$ cat config.mk
export PLATFORM = sky130hd
export DESIGN_NAME = tdm_demux_4
export DESIGN_NICKNAME = d
export VERILOG_FILES = /design/src/rtl/tdm_pkg.sv /design/src/rtl/tdm_lane_reg.sv /design/src/rtl/tdm_demux_4.sv
export SDC_FILE = /design/constraint.sdc
export NUM_CORES = 1
export LEC_CHECK = 0
export BUFFER_PORTS_ARGS = -buffer_cell sky130_fd_sc_hd__buf_2
export CORE_MARGIN = 2
export CORE_UTILIZATION = 40
export DETAILED_ROUTE_END_ITERATION = 10
export PLACE_DENSITY = 0.63
export SYNTH_ARGS = -nofsm -noshare
export SYNTH_HDL_FRONTEND = slang
export SYNTH_SLANG_ARGS = --single-unit
$ cat constraint.sdc
create_clock -name i_clk -period 3.95 [get_ports i_clk]
set_input_delay 0.79 -clock i_clk [delete_from_list [all_inputs] [get_ports i_clk]]
set_output_delay 0.79 -clock i_clk [all_outputs]
set_load 0.02 [all_outputs]
$ cat src/rtl/tdm_pkg.sv
// rtl/tdm_pkg.sv - shared types for the 4-lane TDM receive path
package tdm_pkg;
  localparam int LANES = 4;

  typedef logic [1:0] lane_idx_t;

  typedef enum logic {
    COLLECT = 1'b0,
    HOLD    = 1'b1
  } tdm_state_t;
endpackage

$ cat src/rtl/tdm_lane_reg.sv
// rtl/tdm_lane_reg.sv - write-enabled bank of LANES lane words
module tdm_lane_reg
  import tdm_pkg::*;
#(
  parameter int W = 4
) (
  input  logic                      clk,
  input  logic                      rst_n,
  input  logic                      we,
  input  lane_idx_t                 idx,
  input  logic [W-1:0]              wdata,
  output logic [LANES-1:0][W-1:0]   lanes
);

  always_ff @(posedge clk or negedge rst_n) begin
    if (!rst_n) begin
      lanes <= '0;
    end else begin
      for (int i = 0; i < LANES; i++) begin
        if (we && (idx == lane_idx_t'(i))) begin
          lanes[i] <= wdata;
        end
      end
    end
  end

endmodule

$ cat src/rtl/tdm_demux_4.sv
// rtl/tdm_demux_4.sv - rebuilds four TDM lanes from a serial word stream
// Frames start with a sof-marked lane 0 word; the full frame is held until taken.
module tdm_demux_4
  import tdm_pkg::*;
#(
  parameter int W = 4
) (
  input  logic         i_clk,
  input  logic         i_rst_n,
  input  logic [W-1:0] i_data,
  input  logic         i_valid,
  input  logic         i_sof,
  output logic         o_ready,
  output logic [W-1:0] o_lane0,
  output logic [W-1:0] o_lane1,
  output logic [W-1:0] o_lane2,
  output logic [W-1:0] o_lane3,
  output logic         o_valid,
  input  logic         i_ready,
  output logic         o_err
);

  tdm_state_t                state;
  tdm_state_t                state_nxt;
  lane_idx_t                 count;
  lane_idx_t                 count_nxt;
  lane_idx_t                 widx;
  logic                      we;
  logic                      err_nxt;
  logic                      accept;
  logic [LANES-1:0][W-1:0]   lanes;

  assign o_ready = (state == COLLECT);
  assign o_valid = (state == HOLD);
  assign accept  = i_valid && o_ready;

  always_ff @(posedge i_clk or negedge i_rst_n) begin
    if (!i_rst_n) begin
      state <= COLLECT;
      count <= '0;
      o_err <= 1'b0;
    end else begin
      state <= state_nxt;
      count <= count_nxt;
      o_err <= err_nxt;
    end
  end

  always_comb begin
    state_nxt = state;
    count_nxt = count;
    err_nxt   = 1'b0;
    we        = 1'b0;
    widx      = count;
    case (state)
      COLLECT: begin
        if (accept) begin
          if (i_sof) begin
            // sof always restarts a frame; a nonzero count means we resynced
            we        = 1'b1;
            widx      = '0;
            count_nxt = 2'd1;
            err_nxt   = (count != 2'd0);
          end else if (count == 2'd0) begin
            err_nxt = 1'b1;
          end else begin
            we        = 1'b1;
            widx      = count;
            count_nxt = count + 2'd1;
            if (count == 2'd3) begin
              state_nxt = HOLD;
            end
          end
        end
      end
      HOLD: begin
        if (i_ready) begin
          state_nxt = COLLECT;
        end
      end
      default: begin
        state_nxt = COLLECT;
      end
    endcase
  end

  tdm_lane_reg #(
    .W(W)
  ) u_lane_reg (
    .clk   (i_clk),
    .rst_n (i_rst_n),
    .we    (we),
    .idx   (widx),
    .wdata (i_data),
    .lanes (lanes)
  );

  assign o_lane0 = lanes[0];
  assign o_lane1 = lanes[1];
  assign o_lane2 = lanes[2];
  assign o_lane3 = lanes[3];

endmodule

==> metrics.txt <==
status complete, no violations; fin cells 116; # rows 16; ANT nets after route 0; Post-synth EDFFs 0; met1 GRT Util 18.1%; Min-Delay Path Class input pin to async pin; Slew Viols, Final 0; origin of the worst setup path count[0]$_DFFE_PN0P_; critical path capture point type flop; unrepaired setup endpoints after global routing false; pin count of the biggest net entering global routing 21; Detail Placement HPWL approximately 1200 µm; Leak Pwr 0.524 nW; top-count cell post-synth dfrtp_1; top-area cell type share of the netlist area 60.2%; final setup fails 0; later-pin clock latency in the skew report ~300 ps; flop-to-flop setup slack 1850 ps; Setup Skew 8.11 ps; Primary FF master, synth dfrtp_1; global-route wire length before repair 2660 µm; critical-path cell list inv_1 > ha_1 > ha_1 > nor4b_2 > and3_1 > mux2_2; post-synth cell types 15; M3 GR Usage 4.55%; worst path bufs/invs 1; Initial DRT Pass Iterations 2; Crit Path Class flop to flop; placed insts 112; Seq/Total Area, Yosys 60.2%; Root Buffer clkbuf_4; Num CTS Buffers 3; Placer Congestion 0.723; Core Region 1960 µm²; Async SR Flop Fraction 100%; port bufs 27; Post-synth top cells dfrtp_1 (20), mux2_2 (16), inv_1 (4); busiest grt layer met2; Final period util roughly 53%; final hold vios 0; Peak VDD IR approximately 430 µV; Post-CTS Hold Buffers 0; layout cells sized above 1 55.1%; minimum clock period between 2000 and 2500 ps; clk buf depth 2; Total Die Area 2460 µm²; via count ~560; vias in the first global route 604; Largest delay share family, worst path simple AND/OR/NAND/NOR gates; CP Max Fanout 6; dominant cell type by area after synthesis dfrtp_1; # IOs 28; initial antenna violation count 0; Clock Pin Slew Worst Setup and Hold Paths 110 ps; Remaining DRCs 0; synthesized cell area 832 µm²; Worst EP required 4150 ps; Levels on crit path 6; CP peak stage delay 450 ps; maximum clock frequency roughly 480 MHz; clk sinks 20; Post-Route WL roughly 1600 µm; Slew @ Worst Pin 469 ps; Slew headroom between 60 and 70%; Routed WL per cell 13.4 µm; Crit-path slowest cell dfrtp_1; final net count 102; Synth Register Bits 20; largest cells by area after synthesis dfrtp_1 (60%), mux2_2 (22%), ha_1 (4.5%); initial core utilization 42.4%; GRT overflow 0; CTS resizes 0; Synth Area per Inst approximately 14 µm²; Post-CTS Setup Bufs 0; met2 Use GR 23.3%; Pwr Total 0.883 mW; Diodes inserted 0; MaxCap Viol Count 0; final setup TNS 0 ps; Die Y 49.6 µm; H-tree level count 1; area delta synth->final 26.0%; worst r2r src count[0]$_DFFE_PN0P_; initial drt markers 4; GRT Resource Usage Total 14.7%; vias per cell 4.80; worst r2r path cells 6; Die Width 49.6 µm; Net Count, Synth 71; power density cells approximately 840 nW/µm²; WP data arrival 2300 ps; crit-path most repeated cell ha_1; CTS tree built; startpoint class of the critical path flop; Mapped Cells 59; Synth warnings 0
-- sequential cells by signal, indices dropped and copies added, names as in the netlist --
| name | flops |
|---|---|
| o_valid | 1 |
| o_err | 1 |
| u_lane_reg.lanes | 16 |
| count | 2 |
-- cell usage in the layout, fill, tap and decap left out --
cell type  synthesis  layout
nor3b_1            1       1
and3_1             1       1
clkbuf_4           0       3
nor4b_2            1       1
nor2_1             3       3
ha_1               3       3
inv_1              4       4
nor3b_2            1       1
nand3_1            3       3
buf_2              1      27
bufinv_16          0       1
a21oi_1            1       1
mux2_2            16      16
o21ai_1            1       1
dfrtp_1           20      20
nand4_1            1       1
o21ai_0            2       2
-- report_power, final --
group          total [mW]  switching (mW)  internal [mW]
logic               0.366           0.212          0.154
registers           0.353          0.0537          0.299
clock network       0.164          0.0618          0.103
total               0.883           0.327          0.556
-- metrics by stage --
| stage | worst slack (ps) | hold WS [ps] | utilization, % | instance area, µm² |
|---|---|---|---|---|
| 4_1_cts | 1850 | 412 | 53.4 | 1050 |
| 3_3_place_gp | 1630 | 483 | 50.8 | 996 |
| 6_report | 1850 | 410 | 53.4 | 1050 |
| 5_1_grt | 1740 | 434 | 53.4 | 1050 |
| 3_5_place_dp | 1610 | 488 | 50.8 | 996 |
| 2_1_floorplan | 1830 | 494 | - | 832 |
-- per-layer routing --
metal  share of wire, %  vias to the layer above
li1                   -                      267
met1                 43                      271
met2                 50                       17
met3                5.9                        2
met4                1.4                        0
met5                  0                        -
-- final cells by class --
| class | count | area, µm² |
|---|---|---|
| multi-input combinational | 34 | 312 |
| clock inverter | 1 | 30.0 |
| fill | 201 | 913 |
| sequential | 20 | 500 |
| inverter | 4 | 15.0 |
| tap | 27 | 33.8 |
| timing repair buffer | 27 | 135 |
| clock buffer | 3 | 22.5 |
-- worst reg2reg max path, cell delays in order, from the launching register on --
cell and delay, ps:
dfrtp_1 450, inv_1 110, ha_1 220, ha_1 210, nor4b_2 340, and3_1 310, mux2_2 360
-- path summary, 6_finish.rpt --
check                                                    to
min in group i_clk          u_lane_reg.lanes[0]$_DFFE_PN0P_
setup reg to reg           u_lane_reg.lanes[12]$_DFFE_PN0P_
setup / recovery           u_lane_reg.lanes[12]$_DFFE_PN0P_
max in group asynchronous  u_lane_reg.lanes[10]$_DFFE_PN0P_
hold reg to reg             u_lane_reg.lanes[0]$_DFFE_PN0P_
hold / removal                         count[1]$_DFFE_PN0P_
-- cells by family (layout without fill, tap and decap cells) --
| group | Yosys count | after routing | synth area share [%] |
|---|---|---|---|
| compound gates | 4 | 4 | 2.40 |
| fa+ha+maj | 3 | 3 | 4.51 |
| buf+inv | 5 | 35 | 2.40 |
| flops | 20 | 20 | 60.2 |
| mux | 16 | 16 | 21.7 |
| simple gates | 11 | 11 | 8.87 |
Note: power is estimated with default switching activity, not from simulation.
